<file path="src/rtl/interboard_pkg.sv">
// Shared definitions for the inter-board link: word format and the
// receiver FIFO geometry that the transmit-side flow control must respect.
package interboard_pkg;

  localparam int DATA_W         = 11;
  localparam int FIFO_DEPTH     = 256;
  localparam int RX_STOP_LEVEL  = 240;
  localparam int RX_START_LEVEL = 239;
  localparam int RX_HEADROOM    = FIFO_DEPTH - RX_STOP_LEVEL;

  typedef logic [DATA_W-1:0] link_word_t;

endpackage

</file>
<file path="src/rtl/interboard_tx_sync_bit.sv">
// N-flop single-bit synchroniser with asynchronous reset to 0.
// Reusable for any slow control line arriving from the far board.
module sync_bit #(
  parameter int STAGES = 2
) (
  input  logic clk,
  input  logic reset,
  input  logic d,
  output logic q
);

  logic [STAGES-1:0] chain;

  always_ff @(posedge clk or posedge reset) begin
    if (reset) chain <= '0;
    else       chain <= {chain[STAGES-2:0], d};
  end

  assign q = chain[STAGES-1];

endmodule

</file>
<file path="src/rtl/interboard_tx.sv">
// Transmit stage of the inter-board link: drains the outbound FIFO onto the
// link under the receiver's synchronised read flow control.
module interboard_tx
  import interboard_pkg::*;
#(
  parameter int DATA_W         = interboard_pkg::DATA_W,
  parameter int SYNC_STAGES    = 2,
  parameter int STARTUP_CYCLES = 16
) (
  input  logic              transmit_clk,
  input  logic              reset,
  input  logic [DATA_W-1:0] fifo_q,
  input  logic              fifo_empty,
  output logic              fifo_rdreq,
  input  logic              read,
  output logic [DATA_W-1:0] send_data,
  output logic              valid,
  output logic              stalled,
  output logic [15:0]       words_sent
);

  // Words still in flight after read drops must fit the receiver headroom.
  if (SYNC_STAGES + 1 >= RX_HEADROOM) begin : g_headroom_check
    $error("interboard_tx: SYNC_STAGES too large for receiver headroom");
  end
  if (SYNC_STAGES < 2) begin : g_sync_check
    $error("interboard_tx: SYNC_STAGES must be at least 2");
  end
  if (STARTUP_CYCLES < 1) begin : g_startup_check
    $error("interboard_tx: STARTUP_CYCLES must be at least 1");
  end

  localparam int CNT_W = (STARTUP_CYCLES > 1) ? $clog2(STARTUP_CYCLES) : 1;
  localparam logic [CNT_W-1:0] CNT_LAST = CNT_W'(STARTUP_CYCLES - 1);

  typedef enum logic [1:0] {
    STARTUP,
    HOLD,
    SEND
  } tx_state_t;

  tx_state_t        state;
  tx_state_t        next_state;
  logic [CNT_W-1:0] startup_cnt;
  logic             rd_pend;
  logic             read_s;

  sync_bit #(
    .STAGES(SYNC_STAGES)
  ) u_read_sync (
    .clk  (transmit_clk),
    .reset(reset),
    .d    (read),
    .q    (read_s)
  );

  always_comb begin
    next_state = state;
    case (state)
      STARTUP: if (startup_cnt == CNT_LAST) next_state = HOLD;
      HOLD:    if (read_s)                  next_state = SEND;
      SEND:    if (!read_s)                 next_state = HOLD;
      default:                              next_state = STARTUP;
    endcase
  end

  assign fifo_rdreq = (state == SEND) && read_s && !fifo_empty;

  always_ff @(posedge transmit_clk or posedge reset) begin
    if (reset) begin
      state       <= STARTUP;
      startup_cnt <= '0;
      rd_pend     <= 1'b0;
      send_data   <= '0;
      valid       <= 1'b0;
      stalled     <= 1'b0;
      words_sent  <= '0;
    end else begin
      state <= next_state;
      if (state == STARTUP && startup_cnt != CNT_LAST)
        startup_cnt <= startup_cnt + CNT_W'(1);
      // FIFO is normal-mode: data for an accepted request appears one cycle later.
      rd_pend <= fifo_rdreq;
      valid   <= rd_pend;
      if (rd_pend)
        send_data <= fifo_q;
      stalled <= (next_state == HOLD) && !fifo_empty;
      if (valid)
        words_sent <= words_sent + 16'd1;
    end
  end

endmodule

</file>
<file path="config.mk">
export PLATFORM = sky130hd
export DESIGN_NAME = interboard_tx
export DESIGN_NICKNAME = d
export VERILOG_FILES = /design/src/rtl/interboard_pkg.sv /design/src/rtl/interboard_tx_sync_bit.sv /design/src/rtl/interboard_tx.sv
export SDC_FILE = /design/constraint.sdc
export NUM_CORES = 1
export LEC_CHECK = 0
export BUFFER_PORTS_ARGS = -buffer_cell sky130_fd_sc_hd__buf_4
export CORE_UTILIZATION = 50
export CTS_CLUSTER_DIAMETER = 200
export DETAILED_ROUTE_END_ITERATION = 10
export GPL_TIMING_DRIVEN = 0
export PLACE_DENSITY = 0.78
export SLEW_MARGIN = 25
export SYNTH_ARGS = -nofsm -noshare
export SYNTH_HDL_FRONTEND = slang
export SYNTH_SLANG_ARGS = --single-unit
export TNS_END_PERCENT = 100
</file>
<file path="constraint.sdc">
create_clock -name transmit_clk -period 1.9 [get_ports transmit_clk]
set_input_delay 0.38 -clock transmit_clk [delete_from_list [all_inputs] [get_ports transmit_clk]]
set_output_delay 0.38 -clock transmit_clk [all_outputs]
set_load 0.02 [all_outputs]
</file>
### Word-level counts from Yosys, hierarchy flattened

Index checks and enable logic that the tools add are counted.

* register bits after elaboration: 38
* latch bits: 0
* bits in writable memories: 0
* memory bits (read-only): 0
* input port bits: 15
* word-level logic and storage cells: 25
* memories: 0

* add/subtract/negate cells: 2
* $mul: 0
* divide/modulo/power cells: 0
* order comparisons: 0
* equal/unequal tests: 5
* shifts and indexed selects: 0
* mux-type cells: 4
* bitwise operators: 0
* reductions and logical operators: 6

Operators with widths (number)
* $add 16x1->16 const B: 1
* $mux 2: 3
* $pmux 2 s3: 1
* $add 4x1->4 const B: 1
* $eq 2x1->1 const B: 2
* $eq 4x4->1 const B: 1
* $logic_and 1x1->1: 4
* $ne 4x4->1 const B: 1
* $eq 2x2->1 const B: 1
* $logic_not 2->1: 1
* $logic_not 1->1: 1

### Depth between registers and ports, before layout

Gate-level depths: netlist of run 1.

* depth in word-level cells: 5
* mapped depth: 5
* gate-level depth less buffers: 5

### Cells and area by module

From an unflattened synthesis of run 1, not the netlist that was laid out.

* cells, all modules: 113
* area, all modules: 1527.7 um^2

By module, submodules not included
* interboard_tx: instances 1, cells each 110, area each 1473.9 um^2
* sync_bit: instances 1, cells each 3, area each 53.8 um^2

### Least setup slack after synthesis of run 1

No wires, ideal clock.

* path type: flip-flop to output port
* from: reg state[0]
* to: out fifo_rdreq
* data arrival time: 1176 ps
* data required time: 1520 ps
* path slack: 344 ps
* stages on the path, launching flop included: 2
* buffers on the path: 0
* cells stage by stage: dfrtp_1 nor4bb_1

* longest elaborated chain between the ends: 3

Ends and longest elaborated chain
* start: declaration: line interboard_tx.sv:42 `tx_state_t state;`
* start signal: assignment: line interboard_tx.sv:79 `state <= next_state;`
* $eq 2x2->1: line interboard_tx.sv:67 `assign fifo_rdreq = (state == SEND) && read_s && !fifo_empty;`
* $logic_and 1x1->1 (2 in series): line interboard_tx.sv:67
* end: declaration: line interboard_tx.sv:14 `output logic fifo_rdreq,`

Every way passes these cells.

### Worst setup path after layout of run 1

* from: reg state[1]
* to: out fifo_rdreq

The elaborated chain is that of the path after synthesis.

==> impl_metrics.yaml, run 1 <==
sta:
  finClkSkew_ps: 12.83
  post-route-min-period_ps: 1745
  slew_headroom_pct: 49.01
  hold_violations: 0
  rsz0062_at_grt: "false"
  hold_slack_ps: 150.8
  worst_pin_slew_ps: 763.7
  clock.fmax_mhz: 573.2
  final.setup.tns_ps: 0
  slew_viol_final: 0
  fin_ws_ps: 155.4
  setup_viol: 0
  fin_crit_sh_pct: 91.82
setup_path:
  crit_type: "flip-flop to primary output"
  critical_path_peak_fanout: 5
  cp_top_family: "flip-flops"
  crit_buf_inv: 1
  crit_path_cell_trace: "nor4bb_1 -> buf_4"
  worstSetupEndpointType: "primary output"
  crit_slowest_cell: "dfrtp_1"
  startpoint_type: "flip-flop"
  worstPathRequired_ps: 1520
  arrival_ps: 1360
  max_stage_delay_ps: 420
synth:
  synthCells: 110
  yosysSeqAreaShare_pct: 62.24
  synth_xor_area_share_pct: 9.746
  yosysWarnings: 0
  synth_top_family_by_area: "simple AND/OR/NAND/NOR gates"
  muxShareOfSynthArea_pct: 9.582
  synthDistinctLibCells: 25
  synth-compound-area-share_pct: 2.048
  synth_top_cell_by_area: "dfrtp_1"
  yosysTopAreaCellShare_pct: 62.24
  synthSimpleGateAreaFrac_pct: 14.00
  synth_nets: 127
  synth.area.top_cells: "dfrtp_1 (62%), mux2_2 (9.6%), xnor2_1 (6.9%), nand4_1 (2.9%), xor2_1 (2.9%)"
  syn_area_um2: 1528
  synthAdderAreaFrac_pct: 1.638
  ys_ff_latch: 38
  syn_area_per_cell_um2: 13.89
clocking:
  clockBufferDepth: 2
  cts_tree: "built"
  cts_buffers: 5
  clk_pin_slew_ps: 100
  ctsRootBufferMaster: "clkbuf_4"
  clock_sinks: 38
  cts.htree.levels: 2
  cts_resized: 0
  post_cts.repair.setup_buffers: 0
  hold_buffers: 0
  clock_latency_ps: 330
floorplan:
  dieArea_um2: 3280
  core_um2: 2829
  ioPinCount: 45
  start_util_pct: 54.00
  row_count: 19
  die_x_um: 57.28
  fp.dieH_um: 57.28
cells_and_area:
  nets: 178
  final_layout_size_suffix_gt1_share_pct: 42.59
  final_util_pct: 69.17
  layout.cells.non_filler: 193
  seq_area_um2: 950.9
  fillers: 216
  syn_to_final_growth_pct: 28.09
  multi_input_area_um2: 565.5
  antenna_cells: 0
placed_design:
  gp_congestion: 0.7304
  placed_cells: 185
  dpl.hpwl_um: 1936
  io_buffers: 44
  place_ws_ps: 259.3
job:
  max_cap_violations: 0
routing:
  wirelength_um: 2660
  drt_iter0_drc: 39
  routed_via_density: 5.368
  drc: 4
  num_vias: 1036
  firstDrtPassIters: 7
  wl_per_cell_um: 13.78
  ant_nets: 0
global_routing:
  grt_pass1_wl_um: 4436
  gr-total-overflow: 0
  grt_max_degree: 39
  grt_pass1_vias: 1016
  antenna_found_initial: 0
  grt_usage_pct: 18.25
pwr:
  p_leak_nw: 0.9542
  power_density_nw_per_um2: 1122
  ir_drop_v: 0.0008031
min_path:
  hold_path.class: "input pin to flip-flop"
status:
  status: "finished, violations left"
  violations: "DRC"
## worst register-to-register path, delay by kind of cell, from the launching register on
family / cells / cell delay (ps)
adders and majority gates: 1 / 230
muxes: 1 / 380
and+or+nand+nor: 2 / 520
DFF: 1 / 420
## registers in the layout, indices dropped and copies added, names as in the netlist
name               cells
u_read_sync.chain      2
state                  2
startup_cnt            4
rd_pend                1
send_data             11
stalled                1
words_sent            16
valid                  1
## per-layer routing
layer  up-vias  global-route usage (%)  wire length (um)
met1       517                   22.24              1127
li1        491                       -                 -
met4         0                   6.272                36
met5         -                       0                 0
met3         5                   7.029               117
met2        23                   29.92              1379
## worst paths after layout
check                                          startpoint  cells past startpoint  slack [ps]                             end
min in group asynchronous                           reset                      2         180       words_sent[0]$_DFFE_PP0P_
min                                                  read                      1         150  u_read_sync.chain[0]$_DFF_PP0_
max reg2reg                    startup_cnt[0]$_DFFE_PP0P_                      4         250      startup_cnt[1]$_DFFE_PP0P_
max in group asynchronous                           reset                      2        1230       words_sent[2]$_DFFE_PP0P_
max                                    state[1]$_DFF_PP0_                      2         160                      fifo_rdreq
min reg2reg                u_read_sync.chain[0]$_DFF_PP0_                      0         360  u_read_sync.chain[1]$_DFF_PP0_
## through the flow
step	area (um^2)	power (W)
2_1_floorplan	1528	0.001486
3_5_place_dp	1897	0.001799
3_3_place_gp	1897	0.001772
6_report	1957	0.002195
5_1_grt	1957	0.002329
4_1_cts	1957	0.002229
## cells in the mapped netlist (all sizes together)
master / number
nor4bb: 1
ha: 2
nor2b: 2
nand4: 7
nor2: 4
a21boi: 1
a21o: 1
nand2b: 2
mux2: 13
dfrtp: 38
nor3: 2
and3: 3
a31oi: 1
xnor2: 12
inv: 2
and4: 2
nand3: 5
nor4: 1
clkbuf: 1
a21oi: 2
xor2: 5
nand2: 3
## area by class of cell
type | instances | share of cell area [%]
multi-input combinational | 69 | 28.90
inverter | 2 | 0.3836
clock inverter | 1 | 0.2558
sequential | 38 | 48.59
tap | 31 | 1.982
timing repair buffer | 44 | 16.88
buffer | 1 | 0.1918
clock buffer | 7 | 2.813
## cell families after synthesis
group | Yosys count
simple gates | 32
xor+xnor | 17
compound gates | 5
flops | 38
mux | 13
fa+ha+maj | 2
buf+inv | 3
## layout by cell type, fill, tap and decap left out, drive strengths merged
| cell type | count |
|---|---|
| dfrtp | 38 |
| nand2b | 2 |
| inv | 2 |
| and4 | 2 |
| nand4 | 7 |
| xor2 | 5 |
| a31oi | 1 |
| nand3 | 5 |
| nor2 | 4 |
| nor2b | 2 |
| a21boi | 1 |
| nor3 | 2 |
| clkinv | 1 |
| buf | 44 |
| nor4bb | 1 |
| clkbuf | 8 |
| nor4 | 1 |
| xnor2 | 12 |
| ha | 2 |
| a21oi | 2 |
| and3 | 3 |
| nand2 | 3 |
| a21o | 1 |
| mux2 | 13 |
## power breakdown
| group | leakage (nW) | switching (W) | internal, W | total (W) |
|---|---|---|---|---|
| registers | 0.483 | 0.000131 | 0.000970 | 0.00110 |
| clock network | 0.0353 | 0.000241 | 0.000179 | 0.000421 |
| logic | 0.435 | 0.000340 | 0.000334 | 0.000674 |
No activity file was read; power rests on OpenSTA's default activity.
==> run 2: changes to the inputs <==
--- a/config.mk
+++ b/config.mk
@@ -11,6 +11,7 @@
 export DETAILED_ROUTE_END_ITERATION = 10
 export GPL_TIMING_DRIVEN = 0
 export PLACE_DENSITY = 0.78
+export REMOVE_ABC_BUFFERS = 1
 export SLEW_MARGIN = 25
 export SYNTH_ARGS = -nofsm -noshare
 export SYNTH_HDL_FRONTEND = slang
==> run 2 against run 1 <==
  * Core utilization shrank 0.44 points
  * Clock skew shrank 8.3 ps
  * Final area shrank 0.64%
  * The flow still finishes with violations (DRC)
  * Clock power shrank 8.3%
  * Via count grew 2.1%
  * Flip-flop and latch count is the same
  * Largest cell class unchanged
  * Hold slack lost 6.8 ps
==> impl_metrics.yaml, run 2 (same netlist as run 1, synthesis figures left out) <==
setup_path:
  r2r_slack_ps: 200
  crit_path_end: "fifo_rdreq"
  r2r_end: "startup_cnt[1]$_DFFE_PP0P_"
  worstSetupEndpointType: "primary output"
  crit_type: "flip-flop to primary output"
  setup.worst_path.start: "state[0]$_DFF_PP0_"
  rr_startpoint: "startup_cnt[0]$_DFFE_PP0P_"
  worstPathRequired_ps: 1520
  startpoint_type: "flip-flop"
  critical_path_peak_fanout: 5
  worstRegToRegCells: 4
  arrival_ps: 1350
routing:
  drc: 4
  routed_via_density: 5.539
  firstDrtPassIters: 7
  drt_iter0_drc: 24
  wirelength_um: 2873
  ant_nets: 0
  wl_per_cell_um: 15.04
  num_vias: 1058
sta:
  post-route-min-period_ps: 1735
  clock.fmax_mhz: 576.4
  hold_violations: 0
  fin_crit_sh_pct: 91.31
  slew_headroom_pct: 48.92
  rsz0062_at_grt: "false"
  worst_pin_slew_ps: 765.1
  hold_slack_ps: 144.0
  final.setup.tns_ps: 0
  setup_viol: 0
  slew_viol_final: 0
  finClkSkew_ps: 4.561
cells_and_area:
  fillers: 223
  largest_register: "words_sent"
  syn_to_final_growth_pct: 27.27
  antenna_cells: 0
  final_layout_size_suffix_gt1_share_pct: 42.50
  layout_common_cells: "buf_4 (44), dfrtp_1 (38), mux2_2 (13)"
  top_regs: "words_sent: 16 flops, send_data: 11 flops, startup_cnt: 4 flops"
  multi_input_area_um2: 571.8
  seq_area_um2: 950.9
  largest_reg_flops: 16
  nets: 177
  final_common_cell: "buf_4"
global_routing:
  grt_pass1_wl_um: 5030
  grt_max_degree: 39
  antenna_found_initial: 0
  gr-total-overflow: 0
  grt_usage_pct: 21.05
  grt_pass1_vias: 1140
floorplan:
  fp.dieH_um: 57.28
  dieArea_um2: 3280
  die_x_um: 57.28
  row_count: 19
  ioPinCount: 45
  core_um2: 2829
  start_util_pct: 54.00
clocking:
  cts.htree.levels: 2
  post_cts.repair.setup_buffers: 0
  clk_pin_slew_ps: 100
  ctsRootBufferMaster: "clkbuf_4"
  clock_sinks: 38
  cts_buffers: 5
  clockBufferDepth: 2
  cts_tree: "built"
  clock_latency_ps: 340
placed_design:
  gp_congestion: 0.7763
  dpl.hpwl_um: 2015
  io_buffers: 44
pwr:
  ir_drop_v: 0.0007389
  power_density_nw_per_um2: 1116
  p_leak_nw: 0.9435
job:
  max_cap_violations: 0
min_path:
  hold_path.class: "input pin to flip-flop"
  whs_path_depth: 1
status:
  violations: "DRC"
  status: "finished, violations left"
[run 2: changes by cell type in the layout (fill, tap and decap cells not counted), sizes merged]
| cell | previous run | this run |
|---|---|---|
| clkbuf | 8 | 7 |
| clkinv | 1 | 0 |
[run 2: worst min path at each step]
stage	startpoint	end
5_1_grt	read	u_read_sync.chain[0]$_DFF_PP0_
3_5_place_dp	u_read_sync.chain[0]$_DFF_PP0_	u_read_sync.chain[1]$_DFF_PP0_
4_1_cts	read	u_read_sync.chain[0]$_DFF_PP0_
6_report	read	u_read_sync.chain[0]$_DFF_PP0_
3_3_place_gp	u_read_sync.chain[0]$_DFF_PP0_	u_read_sync.chain[1]$_DFF_PP0_
2_1_floorplan	u_read_sync.chain[0]$_DFF_PP0_	u_read_sync.chain[1]$_DFF_PP0_
[run 2: what timing repair did]
item                                    in CTS  in global routing
hold buffers                                 0                  0
resized for setup                            0                  1
endpoints found under the setup margin       0                  1
[run 2: report_power, final]
| group | switching [W] | internal (W) |
|---|---|---|
| combinational | 0.000328 | 0.000338 |
| sequential | 0.000149 | 0.000970 |
| clock | 0.000246 | 0.000140 |
| total | 0.000723 | 0.00145 |
[run 2: worst max-delay path, cell delays in order, from the launching register on]
cell and delay (ps):
dfrtp_1 440, nor4bb_2 370, buf_4 210
[run 2: layer usage]
| metal | up-vias | share of wire, % | global-route usage [%] |
|---|---|---|---|
| met5 | - | 0 | 0 |
| met1 | 512 | 40 | 22.85 |
| met2 | 49 | 51 | 35.29 |
| met4 | 0 | 2.1 | 13.94 |
| li1 | 489 | - | - |
| met3 | 8 | 6.7 | 6.803 |
[run 2: layout make-up]
cell class	instances	area share, %
Timing Repair Buffer	44	16.99
Clock buffer	7	2.317
Tap cell	31	1.995
Inverter	2	0.3861
Multi-Input combinational cell	69	29.41
Sequential cell	38	48.91
[run 2: stage by stage]
step	instance area (um^2)	power (W)	utilization (%)	cells	worst slack (ps)
floorplan	1524	0.001485	-	109	344.3
global placement	1893	0.001763	66.92	184	212.0
detailed placement	1893	0.001795	66.92	184	189.8
CTS	1938	0.002187	68.51	191	48.53
global route	1944	0.002284	68.73	191	55.76
finish	1944	0.002170	68.73	191	165.1
